==> src/rtl/hazard_pkg.sv <==
// Shared definitions for the pipeline hazard unit: divide FSM states,
// E-stage bypass select codes and the register-match helper.
package hazard_pkg;

    typedef enum logic [1:0] {
        IDLE = 2'd0,
        BUSY = 2'd1,
        DONE = 2'd2
    } div_state_e;

    localparam logic [1:0] FWD_RF = 2'b00;
    localparam logic [1:0] FWD_W  = 2'b01;
    localparam logic [1:0] FWD_M  = 2'b10;

    // $zero is hard-wired, so a write to it never produces a dependency
    function automatic logic reg_hit(input logic [4:0] dst, input logic [4:0] src);
        return (dst != 5'd0) && (dst == src);
    endfunction

endpackage

==> src/rtl/hazard_unit_div_seq.sv <==
// Divide sequencer: launches the iterative divider in E, counts its
// iterations and holds the result-valid state until the pipeline can take it.
module div_seq
    import hazard_pkg::*;
#(
    parameter int unsigned DIV_CYCLES = 32
) (
    input  logic clk,
    input  logic rst,
    input  logic i_divE,
    input  logic i_exceptM,
    input  logic i_longest_stall,
    output logic o_divstall,
    output logic o_div_start,
    output logic o_div_ready
);

    localparam int unsigned CW = $clog2(DIV_CYCLES);

    div_state_e    r_state;
    div_state_e    w_state_next;
    logic [CW-1:0] r_cnt;
    logic [CW-1:0] w_cnt_next;
    logic          w_abort;

    always_ff @(posedge clk) begin
        if (rst) begin
            r_state <= IDLE;
            r_cnt   <= '0;
        end else begin
            r_state <= w_state_next;
            r_cnt   <= w_cnt_next;
        end
    end

    // A frozen pipeline blocks launch and retirement, but the divider itself
    // keeps iterating, so BUSY counts through a long stall.
    always_comb begin
        w_state_next = r_state;
        w_cnt_next   = r_cnt;
        o_div_start  = 1'b0;
        o_div_ready  = 1'b0;
        w_abort      = i_exceptM && !i_longest_stall;
        case (r_state)
            IDLE: begin
                if (i_divE && !i_longest_stall && !i_exceptM) begin
                    o_div_start  = 1'b1;
                    w_cnt_next   = CW'(DIV_CYCLES - 1);
                    w_state_next = BUSY;
                end
            end
            BUSY: begin
                if (w_abort) begin
                    w_state_next = IDLE;
                    w_cnt_next   = '0;
                end else if (r_cnt == '0) begin
                    w_state_next = DONE;
                end else begin
                    w_cnt_next = r_cnt - 1'b1;
                end
            end
            DONE: begin
                o_div_ready = 1'b1;
                if (w_abort) begin
                    w_state_next = IDLE;
                    w_cnt_next   = '0;
                end else if (!i_longest_stall) begin
                    w_state_next = IDLE;
                end
            end
            default: begin
                w_state_next = IDLE;
                w_cnt_next   = '0;
            end
        endcase
    end

    assign o_divstall = i_divE && (r_state != DONE);

endmodule

==> src/rtl/hazard_unit.sv <==
// Pipeline hazard and stall sequencer for the 5-stage MIPS core: bypass
// selects, load-use / branch / divide stalls, exception flushes.
module hazard_unit
    import hazard_pkg::*;
#(
    parameter int unsigned DIV_CYCLES = 32
) (
    input  logic       clk,
    input  logic       rst,
    input  logic [4:0] rsD,
    input  logic [4:0] rtD,
    input  logic [4:0] rsE,
    input  logic [4:0] rtE,
    input  logic [4:0] writeregE,
    input  logic [4:0] writeregM,
    input  logic [4:0] writeregW,
    input  logic       regwriteE,
    input  logic       regwriteM,
    input  logic       regwriteW,
    input  logic       memtoregE,
    input  logic       memtoregM,
    input  logic       branchD,
    input  logic       jgetregD,
    input  logic       divE,
    input  logic       i_busy,
    input  logic       d_busy,
    input  logic       exceptM,
    output logic       forwardAD,
    output logic       forwardBD,
    output logic [1:0] forwardAE,
    output logic [1:0] forwardBE,
    output logic       stallF,
    output logic       stallD,
    output logic       stallE,
    output logic       flushD,
    output logic       flushE,
    output logic       flushM,
    output logic       flushW,
    output logic       longest_stall,
    output logic       div_start,
    output logic       div_ready
);

    logic w_ls;
    logic w_lwstall;
    logic w_brstall;
    logic w_divstall;
    logic w_div_start;
    logic w_div_ready;
    logic w_srcD_in_E;
    logic w_srcD_in_M;

    assign w_ls        = i_busy || d_busy;
    assign w_srcD_in_E = (writeregE == rsD) || (writeregE == rtD);
    assign w_srcD_in_M = (writeregM == rsD) || (writeregM == rtD);
    assign w_lwstall   = memtoregE && reg_hit(writeregE, rsD | 5'd0)
                       || memtoregE && reg_hit(writeregE, rtD);
    assign w_brstall   = (branchD || jgetregD)
                       && ((regwriteE && w_srcD_in_E) || (memtoregM && w_srcD_in_M));

    div_seq #(
        .DIV_CYCLES(DIV_CYCLES)
    ) u_div_seq (
        .clk            (clk),
        .rst            (rst),
        .i_divE         (divE),
        .i_exceptM      (exceptM),
        .i_longest_stall(w_ls),
        .o_divstall     (w_divstall),
        .o_div_start    (w_div_start),
        .o_div_ready    (w_div_ready)
    );

    always_comb begin
        forwardAE = FWD_RF;
        forwardBE = FWD_RF;
        forwardAD = 1'b0;
        forwardBD = 1'b0;
        if (!rst) begin
            if (regwriteM && reg_hit(writeregM, rsE)) begin
                forwardAE = FWD_M;
            end else if (regwriteW && reg_hit(writeregW, rsE)) begin
                forwardAE = FWD_W;
            end
            if (regwriteM && reg_hit(writeregM, rtE)) begin
                forwardBE = FWD_M;
            end else if (regwriteW && reg_hit(writeregW, rtE)) begin
                forwardBE = FWD_W;
            end
            forwardAD = regwriteM && reg_hit(writeregM, rsD);
            forwardBD = regwriteM && reg_hit(writeregM, rtD);
        end
    end

    // An exception waiting behind a memory stall is deferred, not lost:
    // M is frozen, so exceptM is presented again once the stall clears.
    always_comb begin
        stallF        = 1'b0;
        stallD        = 1'b0;
        stallE        = 1'b0;
        flushD        = 1'b0;
        flushE        = 1'b0;
        flushM        = 1'b0;
        flushW        = 1'b0;
        longest_stall = 1'b0;
        div_start     = 1'b0;
        div_ready     = 1'b0;
        if (!rst) begin
            longest_stall = w_ls;
            div_start     = w_div_start;
            div_ready     = w_div_ready;
            if (exceptM && !w_ls) begin
                flushD = 1'b1;
                flushE = 1'b1;
                flushM = 1'b1;
                flushW = 1'b1;
            end else if (w_ls) begin
                stallF = 1'b1;
                stallD = 1'b1;
                stallE = 1'b1;
            end else if (w_divstall) begin
                stallF = 1'b1;
                stallD = 1'b1;
                stallE = 1'b1;
                flushM = 1'b1;
            end else if (w_lwstall || w_brstall) begin
                stallF = 1'b1;
                stallD = 1'b1;
                flushE = 1'b1;
            end
        end
    end

endmodule

==> config.mk <==
export PLATFORM = sky130hd
export DESIGN_NAME = hazard_unit
export DESIGN_NICKNAME = d
export VERILOG_FILES = /design/src/rtl/hazard_pkg.sv /design/src/rtl/hazard_unit_div_seq.sv /design/src/rtl/hazard_unit.sv
export SDC_FILE = /design/constraint.sdc
export NUM_CORES = 1
export LEC_CHECK = 0
export CAP_MARGIN = 20
export CORE_AREA = 2 2 58 60
export CTS_BUF_LIST = sky130_fd_sc_hd__clkbuf_8 sky130_fd_sc_hd__clkbuf_16
export CTS_CLUSTER_DIAMETER = 50
export DETAILED_ROUTE_END_ITERATION = 10
export DIE_AREA = 0 0 60 62
export PLACE_DENSITY = 0.85
export SLEW_MARGIN = 20
export SYNTH_ARGS = -nofsm -noshare
export SYNTH_HDL_FRONTEND = slang
export SYNTH_HIERARCHICAL = 1
export SYNTH_SLANG_ARGS = --single-unit
==> constraint.sdc <==
create_clock -name clk -period 2.44 [get_ports clk]
set_input_delay 0.366 -clock clk [delete_from_list [all_inputs] [get_ports clk]]
set_output_delay 0.366 -clock clk [all_outputs]
set_load 0.01 [all_outputs]
==> qor.tcl <==
set qor(yosys_register_bits) 7
set qor(vias) 1444
set qor(drc_errors) 0
set qor(finalMaxSlewViolations) 0
set qor(power.density_cell_area_nw_per_um2) 283
set qor(clk_transition_reported_paths_ns) 0.04
set qor(timing.clock.skew_ns) 0.000758
set qor(layout.area.seq_sq_um) 140
set qor(antenna-diode-count) 0
set qor(grt_use_total_pct) 22.3
set qor(nets) 295
set qor(initial_utilization_pct) 36.2
set qor(numPortBuffers) 63
set qor(crit_end_category) {primary output}
set qor(antenna_found_initial) 0
set qor(postLayoutCellArea_sq_um) 2110
set qor(maximum_number_of_pins_on_one_net_before_global_route_repair) 19
set qor(clock-root-buffer) {clkbuf_8}
set qor(critical_path.startpoint_type) {input pin}
set qor(synth_largest_type_area_fraction_pct) 18.3
set qor(vias_in_the_first_global_route) 1418
set qor(syn2layout_area_growth_pct) 83.9
set qor(routed_wl_um) 3970
set qor(max-clock-path-buffers) 2
set qor(route.detailed.wl_per_inst_um) 13.7
set qor(synth.yosys.warnings) 6
set qor(multi_input_comb_area_sq_um) 996
set qor(synth.cell_area_sq_um) 1150
set qor(drt-vias-per-instance) 4.98
set qor(cts.htree.levels) 1
set qor(worst_ir_drop_on_vdd_mv) 0.131
set qor(rows) 21
set qor(worst-slew-pin-transition_ns) 0.303
set qor(slew_headroom_pct) 79.8
set qor(drt_first_pass_iters) 4
set qor(dpl-instance-area_sq_um) 2030
set qor(utilization_pct) 66.5
set qor(drt_first_iter_violations) 86
set qor(path_class) {in -> out}
set qor(crit_required_ns) 2.07
set qor(tritoncts.num_buffers) 3
set qor(cap_violations) 0
set qor(first_pass_grt_wire_length_um) 6140
set qor(worstHoldPathType) {reg -> reg}
set qor(synthesis.area_per_instance_sq_um) 7.52
set qor(fp.coreArea_sq_um) 3180
set qor(detail-route-antenna-nets) 0
set qor(timing.final.crit_period_ns) 2.37
set qor(result_of_the_run) {complete, no violations}
set qor(floorplan.die.width_um) 60
set qor(globalRouteOverflowTotal) 0
set qor(synthesis.instances) 153
set qor(finalCritPeriodShare_pct) 97.2
set qor(cts_tree) {yes}
set qor(max_freq_ghz) 0.421
set qor(cp_data_arrival_time_ns) 2.01
set qor(drive_above_1_share_pct) 26.2
set qor(fillCellCount) 256
set qor(fin_hold_viols) 0
set qor(ys_types) 43
set qor(totalNegativeSetupSlack_ns) 0
set qor(die_height_um) 62
set qor(detailed_place_hpwl_um) 3210
set qor(gpl.final_weighted_congestion) 0.886
set qor(finalSetupViolCount) 0
set qor(post_synth_main_area_contributors) {xnor2_1 18%, dfxtp_1 12%, xor2_1 12%, nand3_1 4.4%, o21ai_0 4.4%}
set qor(p_leak_nw) 0.855
set qor(pin_count) 64
set qor(synth_seq_area_share_pct) 12.2
set qor(clock_sinks) 7
set qor(critical_path_peak_fanout) 3
set qor(clk-insertion-delay-late_ns) 0.22
set qor(synth_area_leader_cell) {xnor2_1}
set qor(full_die_area_sq_um) 3720
set qor(synth_nets) 203
through the flow:
stage	power [W]	hold slack [ns]	std cells	setup slack [ns]
6_report	0.000599	0.516	290	0.0674
3_3_place_gp	0.000421	0.500	286	-0.293
5_1_grt	0.000641	0.538	290	-0.0161
3_5_place_dp	0.000430	0.510	286	-0.342
4_1_cts	0.000597	0.518	290	0.0106
2_1_floorplan	0.000262	0.435	153	0.512
flip-flops by register name, summed over array words and instances (netlist names):
| signal | cells |
|---|---|
| u_div_seq/r_cnt | 5 |
| u_div_seq/r_state | 2 |
cells in the mapped netlist, drive strengths merged:
cell,instances
or2,1
a22oi,1
o21ai,14
nand4b,1
or3,1
or4,3
and4,1
ha,2
nor2b,7
nor3,5
nand2b,2
inv,4
clkbuf,2
nand3,11
buf,8
a21oi,5
xor2,16
o31a,1
xnor2,24
dfxtp,7
nor3b,3
mux2i,1
o21a,1
nand3b,2
a221oi,1
and3,1
or4b,1
nand2,3
nor4,4
a211oi,3
o22ai,1
nor2,14
and2,2
final timing paths:
| path | cells after the start | slack (ns) | to | start |
|---|---|---|---|---|
| worst max-delay path | 7 | 0.07 | forwardAD | writeregM[4] |
| worst min-delay path | 2 | 0.52 | u_div_seq/r_cnt[1] | u_div_seq/r_cnt[1] |
| worst max register to register | 7 | 0.55 | u_div_seq/r_cnt[0] | u_div_seq/r_cnt[0] |
| worst min register to register | 2 | 0.52 | u_div_seq/r_cnt[1] | u_div_seq/r_cnt[1] |
timing repair:
item | in CTS | in global routing
hold buffers | 0 | 0
gates resized for setup | 25 | 19
endpoints found under the setup margin | 9 | 9
setup buffers | 0 | 0
pin swaps | 2 | 6
final cells by class:
class,count,share of cell area (%)
clock buffer,3,1.95
clock inverter,1,0.178
inverter,4,0.710
multi-input combinational,132,47.1
sequential,7,6.63
tap,46,2.72
timing repair buffer,97,40.7
worst max-delay path: stages:
cell             delay [ns]
clkdlybuf4s50_1        0.44
buf_4                  0.17
xnor2_2                0.17
nand3_1                0.12
nor3_2                 0.23
nor3b_1                0.24
clkdlybuf4s15_1        0.27
power breakdown:
group	internal, W	leakage, nW	switching [W]	total (W)
registers	0.000120	0.0569	0.00000487	0.000125
logic	0.000183	0.772	0.000134	0.000317
clock network	0.000109	0.0269	0.0000489	0.000158
total	0.000411	0.855	0.000188	0.000599
per-layer routing:
metal  vias to the layer above  share of wire [%]  GRT usage (%)
met2                        56                 57           47.2
met4                         0                3.6           7.62
li1                        715                  -              -
met5                         -                  0              0
met3                        12                4.0           3.52
met1                       661                 36           21.2
logic make-up after synthesis:
group	count (synthesis)	synth area share (%)
AO/OA/AOI/OAI	27	15.0
buffers and inverters	14	6.96
multiplexers	1	0.871
AND/OR/NAND/NOR	62	32.3
flip-flops	7	12.2
adder cells (fa/ha/maj)	2	2.18
XOR/XNOR	40	30.5
placed cells by master, fill, tap and decap left out, types with 3 or more instances in the layout:
cell,n
a21oi_1,5
dfxtp_1,7
o21ai_1,4
nand2_1,3
nor2b_1,6
xnor2_1,21
xor2_1,16
dlymetal6s2s_1,3
a211oi_1,3
buf_4,34
nor2_1,12
clkbuf_2,4
nor3_1,3
nand3_1,10
clkbuf_8,3
xnor2_2,3
inv_1,5
o21ai_0,7
clkdlybuf4s50_1,50
Note: power is estimated with default switching activity, not from simulation.
